## src/rtl/regfile_scoreboard_if.sv

```systemverilog
// Decode/writeback bundle for regfile_scoreboard: writeback port, two read ports,
// issue handshake and scoreboard status.
interface regfile_scoreboard_if;
    logic        wb_RegWrite;
    logic [4:0]  wb_RegDest;
    logic [31:0] wb_data;
    logic [4:0]  rs1_addr;
    logic [4:0]  rs2_addr;
    logic [31:0] rs1_data;
    logic [31:0] rs2_data;
    logic        iss_valid;
    logic        iss_RegWrite;
    logic [4:0]  iss_rd;
    logic        iss_ready;
    logic        hazard;
    logic [31:0] pending;
    logic        err;

    modport master (
        output wb_RegWrite, wb_RegDest, wb_data, rs1_addr, rs2_addr,
        output iss_valid, iss_RegWrite, iss_rd,
        input  rs1_data, rs2_data, iss_ready, hazard, pending, err
    );

    modport slave (
        input  wb_RegWrite, wb_RegDest, wb_data, rs1_addr, rs2_addr,
        input  iss_valid, iss_RegWrite, iss_rd,
        output rs1_data, rs2_data, iss_ready, hazard, pending, err
    );
endinterface

```

## src/rtl/regfile_scoreboard.sv

```systemverilog
// 32x32 register file with a per-register pending-write scoreboard driving decode stall
// and issue back-pressure. Define REGFILE_BYPASS_EN for write-first writeback bypass.
module regfile_scoreboard #(
    parameter int unsigned PEND_W = 2
) (
    input logic               clk,
    input logic               rst,
    regfile_scoreboard_if.slave bus
);
    localparam logic [PEND_W-1:0] CNT_MAX = '1;
    localparam logic [PEND_W-1:0] CNT_ONE = PEND_W'(1);

    logic [31:0]       regs_q [32];
    logic [PEND_W-1:0] cnt_q  [32];
    logic [PEND_W-1:0] cnt_d  [32];
    logic              err_q, err_d;
    logic              hit1, hit2;
    logic              haz1, haz2;
    logic              sat_block;
    logic              fire;
    logic              inc, dec;

    always_comb begin
`ifdef REGFILE_BYPASS_EN
        hit1 = bus.wb_RegWrite && (bus.wb_RegDest == bus.rs1_addr);
        hit2 = bus.wb_RegWrite && (bus.wb_RegDest == bus.rs2_addr);
`else
        hit1 = 1'b0;
        hit2 = 1'b0;
`endif
        bus.rs1_data = (bus.rs1_addr == 5'd0) ? 32'd0 :
                       (hit1 ? bus.wb_data : regs_q[bus.rs1_addr]);
        bus.rs2_data = (bus.rs2_addr == 5'd0) ? 32'd0 :
                       (hit2 ? bus.wb_data : regs_q[bus.rs2_addr]);

        // The final writeback of a source is only forgiven when it is bypassed.
        haz1 = (bus.rs1_addr != 5'd0) && (cnt_q[bus.rs1_addr] != '0) &&
               !(hit1 && cnt_q[bus.rs1_addr] == CNT_ONE);
        haz2 = (bus.rs2_addr != 5'd0) && (cnt_q[bus.rs2_addr] != '0) &&
               !(hit2 && cnt_q[bus.rs2_addr] == CNT_ONE);
        bus.hazard = haz1 || haz2;

        sat_block     = bus.iss_RegWrite && (bus.iss_rd != 5'd0) && (cnt_q[bus.iss_rd] == CNT_MAX);
        bus.iss_ready = !bus.hazard && !sat_block;
        fire          = bus.iss_valid && bus.iss_ready;

        bus.pending = '0;
        for (int i = 1; i < 32; i++) begin
            bus.pending[i] = (cnt_q[i] != '0);
        end
        bus.err = err_q;
    end

    always_comb begin
        cnt_d = cnt_q;
        inc   = 1'b0;
        dec   = 1'b0;
        for (int r = 1; r < 32; r++) begin
            inc = fire && bus.iss_RegWrite && (bus.iss_rd == 5'(r));
            dec = bus.wb_RegWrite && (bus.wb_RegDest == 5'(r)) && (cnt_q[r] != '0);
            if (inc && !dec) begin
                cnt_d[r] = cnt_q[r] + CNT_ONE;
            end else if (dec && !inc) begin
                cnt_d[r] = cnt_q[r] - CNT_ONE;
            end
        end
        err_d = err_q || (bus.wb_RegWrite && (bus.wb_RegDest != 5'd0) &&
                          (cnt_q[bus.wb_RegDest] == '0));
    end

    always_ff @(posedge clk or posedge rst) begin
        if (rst) begin
            for (int i = 0; i < 32; i++) begin
                regs_q[i] <= '0;
                cnt_q[i]  <= '0;
            end
            err_q <= 1'b0;
        end else begin
            if (bus.wb_RegWrite && (bus.wb_RegDest != 5'd0)) begin
                regs_q[bus.wb_RegDest] <= bus.wb_data;
            end
            cnt_q <= cnt_d;
            err_q <= err_d;
        end
    end
endmodule

```

## src/flat_wrapper.sv

```systemverilog
// flat-port wrapper written by rule: the top's interface ports become plain ports
module regfile_scoreboard_flat 
#(
    parameter int unsigned PEND_W = 2
)
  (clk, rst, bus_wb_RegWrite, bus_wb_RegDest, bus_wb_data, bus_rs1_addr, bus_rs2_addr, bus_iss_valid, bus_iss_RegWrite, bus_iss_rd, bus_rs1_data, bus_rs2_data, bus_iss_ready, bus_hazard, bus_pending, bus_err);
  regfile_scoreboard_if bus_i ();
  input logic clk;
  input logic rst;
  input wire logic [$bits(bus_i.wb_RegWrite)-1:0] bus_wb_RegWrite;
  input wire logic [$bits(bus_i.wb_RegDest)-1:0] bus_wb_RegDest;
  input wire logic [$bits(bus_i.wb_data)-1:0] bus_wb_data;
  input wire logic [$bits(bus_i.rs1_addr)-1:0] bus_rs1_addr;
  input wire logic [$bits(bus_i.rs2_addr)-1:0] bus_rs2_addr;
  input wire logic [$bits(bus_i.iss_valid)-1:0] bus_iss_valid;
  input wire logic [$bits(bus_i.iss_RegWrite)-1:0] bus_iss_RegWrite;
  input wire logic [$bits(bus_i.iss_rd)-1:0] bus_iss_rd;
  output wire logic [$bits(bus_i.rs1_data)-1:0] bus_rs1_data;
  output wire logic [$bits(bus_i.rs2_data)-1:0] bus_rs2_data;
  output wire logic [$bits(bus_i.iss_ready)-1:0] bus_iss_ready;
  output wire logic [$bits(bus_i.hazard)-1:0] bus_hazard;
  output wire logic [$bits(bus_i.pending)-1:0] bus_pending;
  output wire logic [$bits(bus_i.err)-1:0] bus_err;
  assign bus_i.wb_RegWrite = bus_wb_RegWrite;
  assign bus_i.wb_RegDest = bus_wb_RegDest;
  assign bus_i.wb_data = bus_wb_data;
  assign bus_i.rs1_addr = bus_rs1_addr;
  assign bus_i.rs2_addr = bus_rs2_addr;
  assign bus_i.iss_valid = bus_iss_valid;
  assign bus_i.iss_RegWrite = bus_iss_RegWrite;
  assign bus_i.iss_rd = bus_iss_rd;
  assign bus_rs1_data = bus_i.rs1_data;
  assign bus_rs2_data = bus_i.rs2_data;
  assign bus_iss_ready = bus_i.iss_ready;
  assign bus_hazard = bus_i.hazard;
  assign bus_pending = bus_i.pending;
  assign bus_err = bus_i.err;
  regfile_scoreboard #(.PEND_W(PEND_W)) u_core (.clk(clk), .rst(rst), .bus(bus_i));
endmodule
```

## config.mk

```make
export PLATFORM = sky130hd
export DESIGN_NAME = regfile_scoreboard_flat
export DESIGN_NICKNAME = d
export VERILOG_FILES = /design/src/rtl/regfile_scoreboard_if.sv /design/src/rtl/regfile_scoreboard.sv /design/src/flat_wrapper.sv
export SDC_FILE = /design/constraint.sdc
export NUM_CORES = 2
export LEC_CHECK = 0
export CAP_MARGIN = 5
export CORE_UTILIZATION = 45
export DETAILED_ROUTE_END_ITERATION = 6
export GPL_TIMING_DRIVEN = 0
export PLACE_DENSITY = 0.63
export SLEW_MARGIN = 15
export SYNTH_ARGS = -nofsm -noshare
export SYNTH_HDL_FRONTEND = slang
export SYNTH_SLANG_ARGS = --single-unit
```

## constraint.sdc

```tcl
create_clock -name clk -period 47.5 [get_ports clk]
set_input_delay 11.875 -clock clk [delete_from_list [all_inputs] [get_ports clk]]
set_output_delay 11.875 -clock clk [all_outputs]
set_load 0.05 [all_outputs]
```

; Word level (Yosys, flattened, before mapping)
; Index checks and enable logic that the tools add are counted.
[classes]
eq_ne = 63
n_reduce_logical = 302
magnitude_cmp = 5
n_addsub = 62
bitwise_logic = 4
n_mux = 85
[op_table]
columns = operator, count
row1 = $bwmux 1024, 1
row2 = $bmux 32 s5, 2
row3 = $mux 32, 7
row4 = $logic_and 1x1->1, 165
row5 = $demux 32 s5, 1
row6 = $eq 5x5->1 const B, 32
row7 = $mux 2, 70
row8 = $reduce_bool 2->1, 64
row9 = $eq 5x4->1 const B, 16
row10 = $logic_not 1->1, 64
row11 = $add 2x1->2 const B, 31
row12 = $sub 2x1->2 const B, 31
row13 = $bmux 2 s5, 4
row14 = $eq 5x3->1 const B, 8
row15 = $ge 6x6->1 const B, 4
row16 = $not 5->6, 4
row17 = $eq 5x2->1 const B, 4
row18 = $reduce_bool 5->1, 4
row19 = $eq 5x1->1 const B, 2
row20 = $logic_not 5->1, 2
row21 = $lt 6x1->1 const B, 1
row22 = $eq 2x2->1 const B, 1
row23 = $logic_not 2->1, 1
row24 = $logic_or 1x1->1, 2
[totals]
in_bits = 57
elab_cells = 585
ff_bits = 1087

; Logic depth before layout (Yosys ltp)
[logic_depth]
ltp_word = 16
depth_mapped = 14
ltp_nobuf = 11

; Worst setup path after synthesis
; OpenSTA, ideal clock, no wires.
[synth_timing]
path_kind = input to output
start = input port bus_rs1_addr[0]
end = output port bus_iss_ready
arrival_ns = 14.549
n_path_buf = 3
setup_slack_ns = 21.076
cell_stages = 8
required_time_ns = 35.625
path_cell_list = clkbuf_1 > clkbuf_1 > a211oi_1 > a311o_1 > o211ai_1 > a211oi_4 > buf_6 > a211oi_1
[synth_between]
elab_chain_cells = 9
word_cells_on_any_way = 10
classes_between = mux (3) / bitwise (1) / reduce/logical (6)
[synth_rtl]
columns = element, line
row1 = "start, declared", flat_wrapper.sv:13  ; input wire logic [$bits(bus_i.rs1_addr)-1:0] bus_rs1_addr;
row2 = $not 5->6 (implied by the code), regfile_scoreboard.sv:37  ; haz1 = (bus.rs1_addr != 5'd0) && (cnt_q[bus.rs1_addr] != '0) &&
row3 = $bmux 2 s5, regfile_scoreboard.sv:37
row4 = $mux 2 (implied by the code) (2 in a row), regfile_scoreboard.sv:37
row5 = $reduce_bool 2->1, regfile_scoreboard.sv:37
row6 = $logic_and 1x1->1 (*), regfile_scoreboard.sv:37
row7 = $logic_or 1x1->1 (*), regfile_scoreboard.sv:41  ; bus.hazard = haz1 || haz2;
row8 = $logic_not 1->1 (*), regfile_scoreboard.sv:44  ; bus.iss_ready = !bus.hazard && !sat_block;
row9 = $logic_and 1x1->1 (*), regfile_scoreboard.sv:44
row10 = "end, declared", flat_wrapper.sv:20  ; output wire logic [$bits(bus_i.iss_ready)-1:0] bus_iss_ready;
; Every way passes the cells marked *; elsewhere a longest branch is shown, timed or not. The select of a mux whose other input is x is not followed.

; Worst setup path after layout
[layout_timing]
start = input port bus_rs1_addr[1]
end = output port bus_rs1_data[30]
[layout_between]
elab_chain_cells = 5
word_cells_on_any_way = 6
classes_between = mux (4) / bitwise (1) / reduce/logical (1)
[layout_rtl]
columns = element, line
row1 = $not 5->6 (implied by the code), regfile_scoreboard.sv:32  ; (hit1 ? bus.wb_data : regs_q[bus.rs1_addr]);
row2 = $bmux 32 s5, regfile_scoreboard.sv:32
row3 = $mux 32 (implied by the code) (2 in a row), regfile_scoreboard.sv:32
row4 = $mux 32 (*), regfile_scoreboard.sv:31  ; bus.rs1_data = (bus.rs1_addr == 5'd0) ? 32'd0 :
row5 = "end, declared", flat_wrapper.sv:18  ; output wire logic [$bits(bus_i.rs1_data)-1:0] bus_rs1_data;
; Marked as above.

==> results by group <==
Synthesis
  – Post-synth top cells: 1087 x dfrtp_1, 1003 x mux2_2, 650 x mux4_2, 258 x clkbuf_1, 105 x nor2_1
  – #FFs+latches synth: 1087
  – EDFF count, synth: 0
  – Yosys top cell by area: dfrtp_1
  – Async set or reset register ratio after synthesis: 100.0%
  – Synth area leaders: dfrtp_1 46%, mux4_2 25%, mux2_2 19%, clkbuf_1 1.6%, xor2_1 0.92%
  – Post-Syn Nets: 3834
  – Post-synthesis sequential area ratio: 46.30%
  – Synth top area share: 46.30%
  – Syn Inst Count: 3746
  – Post-Syn Area: 58750 sq um
  – Dominant synthesized flop cell: dfrtp_1
  – Ys Warns: 0
  – Mean post-synth cell area: 15.68 sq um
  – Cell with the most instances after synthesis: dfrtp_1
  – Yosys cell types: 57

Clocking
  – CTS tree: done
  – Clock buffer count from CTS: 118
  – Htree depth: 3
  – CTS Sinks: 1087
  – Root Driver: clkbuf_16
  – Clk Latency, worst-skew pair: 0.75 ns
  – # resized after CTS: 0
  – Reg clk slew, reported paths: 0.06 ns
  – CTS Hold Buffers Added: 0
  – Post CTS Setup Buffer Count: 0
  – Max clock buf depth: 3

Place
  – Placed insts: 5645
  – PortBufs: 143
  – DP HPWL: 140200 um
  – DP Area: 62750 sq um
  – Global placer's final weighted congestion: 0.9264

Routing
  – DRT Pass-1 Iters: 6
  – Vias/cell: 6.511
  – Routed WL: 200100 um
  – Via count: 38140
  – DR DRC count: 0
  – Avg WL per Cell: 34.16 um
  – Antenna Nets Post-Route: 0
  – First DRT Iteration DRCs: 4187

Finish
  – Final Cell Area: 66640 sq um
  – Share of layout cells above drive strength 1: 48.66%
  – Layout area overhead: 13.44%
  – Final net count: 4112
  – Fill count: 10960
  – Multi-input gate area: 29770 sq um
  – Total area of sequential cells: 27200 sq um
  – Finished Layout Cells: 5857

Critical path
  – Worst path depth: 9
  – Crit path buf inv count: 5
  – CP top delay family: buffers and inverters
  – Critical path class: input port to output port
  – CP endpoint kind: output port
  – Critical path peak fanout: 10
  – CP cell instances: buf_2, buf_1, buf_2, clkbuf_1, mux4_2, mux4_2, mux2i_1, nor2_1, clkdlybuf4s50_1
  – Crit start category: input port
  – Critical path's largest stage delay: 0.94 ns
  – Arrival time worst endpoint: 16.70 ns
  – Slowest CP cell: clkbuf_1
  – R2R depth: 11
  – Required time worst endpoint: 35.62 ns

Power and ir drop
  – Pwr Density: 45.68 nW/um^2
  – Cell Int Power: 0.002085 W
  – Pleak: 28.38 nW
  – Reg power frac: 41.3%
  – Total power: 0.003044 W
  – NetSw: 0.0009591 W
  – Sw frac: 31.51%
  – Maximum VDD drop: 0.03352 mV
  – Gate power share: 27.9%
  – Clock power share: 30.8%

Floorplanning
  – I/O pin count: 156
  – Die area: 132000 sq um
  – Core area: 129500 sq um
  – # rows: 132
  – Die W: 363.3 um
  – Die height: 363.3 um
  – Starting Density: 45.37%

Global routing
  – Largest net degree at the start of global routing: 110
  – First-pass GRT wire length: 287900 um
  – Vias in the first global route: 38920
  – Initial antenna violation count: 3
  – Total gr overflow: 0
  – GRT Total Usage: 30.98%

Status
  – Outcome: completed

Hold path
  – Hold Path Stages: 1
  – Worst Hold Class: register to register

Timing
  – Fin crit share: 60.17%
  – Worst-Margin Slew: 1.386 ns
  – RSZ-0062 raised after global routing: no
  – Clock period minus worst slack: 28.58 ns
  – Worst Clk Skew: 0.02296 ns
  – Endpoints failing setup: 0
  – Slew headroom: 7.580%
  – Fmax: 0.03499 GHz
  – Hold Vio Cnt, Final: 0
  – Max-slew violation count: 0

Flow run
  – Max cap viols: 0
## metal layers
metal,vias to the layer above,part of all wire [%],track usage (%)
met5,-,0,0
met3,454,8.5,6.837
li1,15030,-,-
met4,0,5.2,14.46
met2,1786,46,47.07
met1,20870,40,42.55
## worst paths after layout
check / startpoint / end / slack (ns)
min in group asynchronous: rst / u_core.regs_q[38]$_DFFE_PP0P_ / 11.53
max reg2reg: u_core.cnt_q[48]$_DFFE_PP0P_ / u_core.cnt_q[17]$_DFFE_PP0P_ / 43.55
min reg2reg: u_core.regs_q[1013]$_DFFE_PP0P_ / u_core.regs_q[1013]$_DFFE_PP0P_ / 0.46
max in group asynchronous: rst / u_core.regs_q[729]$_DFFE_PP0P_ / 33.71
min: u_core.regs_q[1013]$_DFFE_PP0P_ / u_core.regs_q[1013]$_DFFE_PP0P_ / 0.46
max: bus_rs1_addr[1] / bus_rs1_data[30] / 18.92
## worst reg2reg max path, cell delays in order, from the launching register on
cell	delay, ns
dfrtp_1	0.42
nor2_1	0.34
inv_1	0.20
mux4_2	0.53
a2111oi_4	0.40
o32ai_2	0.27
buf_6	0.21
nor4b_1	0.82
ha_1	0.31
xor2_1	0.15
nor2_1	0.06
xor2_1	0.13
## sequential cells by signal, indices dropped and copies added, names as in the netlist
signal          flops
u_core.bus.err      1
u_core.cnt_q       62
u_core.regs_q    1024
## layout make-up
class | instances | share of cell area (%)
tap | 1742 | 3.271
timing repair buffer | 158 | 2.664
antenna | 3 | 0.01127
sequential | 1087 | 40.82
inverter | 26 | 0.1577
buffer | 414 | 2.604
multi-input combinational | 2219 | 44.68
clock buffer | 171 | 5.257
clock inverter | 37 | 0.5407
## logic make-up (layout without fill, tap and decap cells)
family	after synthesis	after routing	share of synthesized area [%]
buffers and inverters	440	806	3.052
and+or+nand+nor	311	311	2.526
AOI/OAI and AO/OA	85	85	1.125
adders and majority gates	31	31	0.6603
DFF	1087	1087	46.30
muxes	1698	1698	44.94
xor gates and xnor gates	93	93	1.387
other	1	4	0.006384
## power by group through the flow
stage	Sequential [W]	Clock (W)	Combinational [W]
2_1_floorplan	0.00123	0	0.000619
3_5_place_dp	0.00127	0	0.000847
6_report	0.00126	0.000936	0.000850
3_3_place_gp	0.00126	0	0.000833
4_1_cts	0.00125	0.000945	0.000850
5_1_grt	0.00128	0.000983	0.000887
## through the flow
step                      setup TNS (ns)  hold WS (ns)  utilization, %  worst slack, ns
final                                  0        0.4588           51.47            18.92
after global routing                   0        0.4772           51.46            18.96
after CTS                              0        0.4601           51.44            18.96
after detailed placement               0        0.4465           48.46            18.96
after global placement          -9366.69        0.4420           48.16           -8.881
after floorplan                        0        0.4246               -            5.022
## cells in the final DEF (no fill, tap or decap), drive strengths merged, types with 22 or more instances in the layout
| master | netlist | final |
|---|---|---|
| xor2 | 62 | 62 |
| clkdlybuf4s50 | 0 | 143 |
| buf | 156 | 170 |
| nand2 | 71 | 71 |
| inv | 26 | 32 |
| nor3 | 33 | 33 |
| mux4 | 651 | 651 |
| a22o | 22 | 22 |
| xnor2 | 31 | 31 |
| clkinv | 0 | 24 |
| nand3 | 33 | 33 |
| nor2 | 105 | 105 |
| ha | 31 | 31 |
| mux2i | 44 | 44 |
| dfrtp | 1087 | 1087 |
| mux2 | 1003 | 1003 |
| clkbuf | 258 | 430 |
Note: power is estimated with default switching activity, not from simulation.
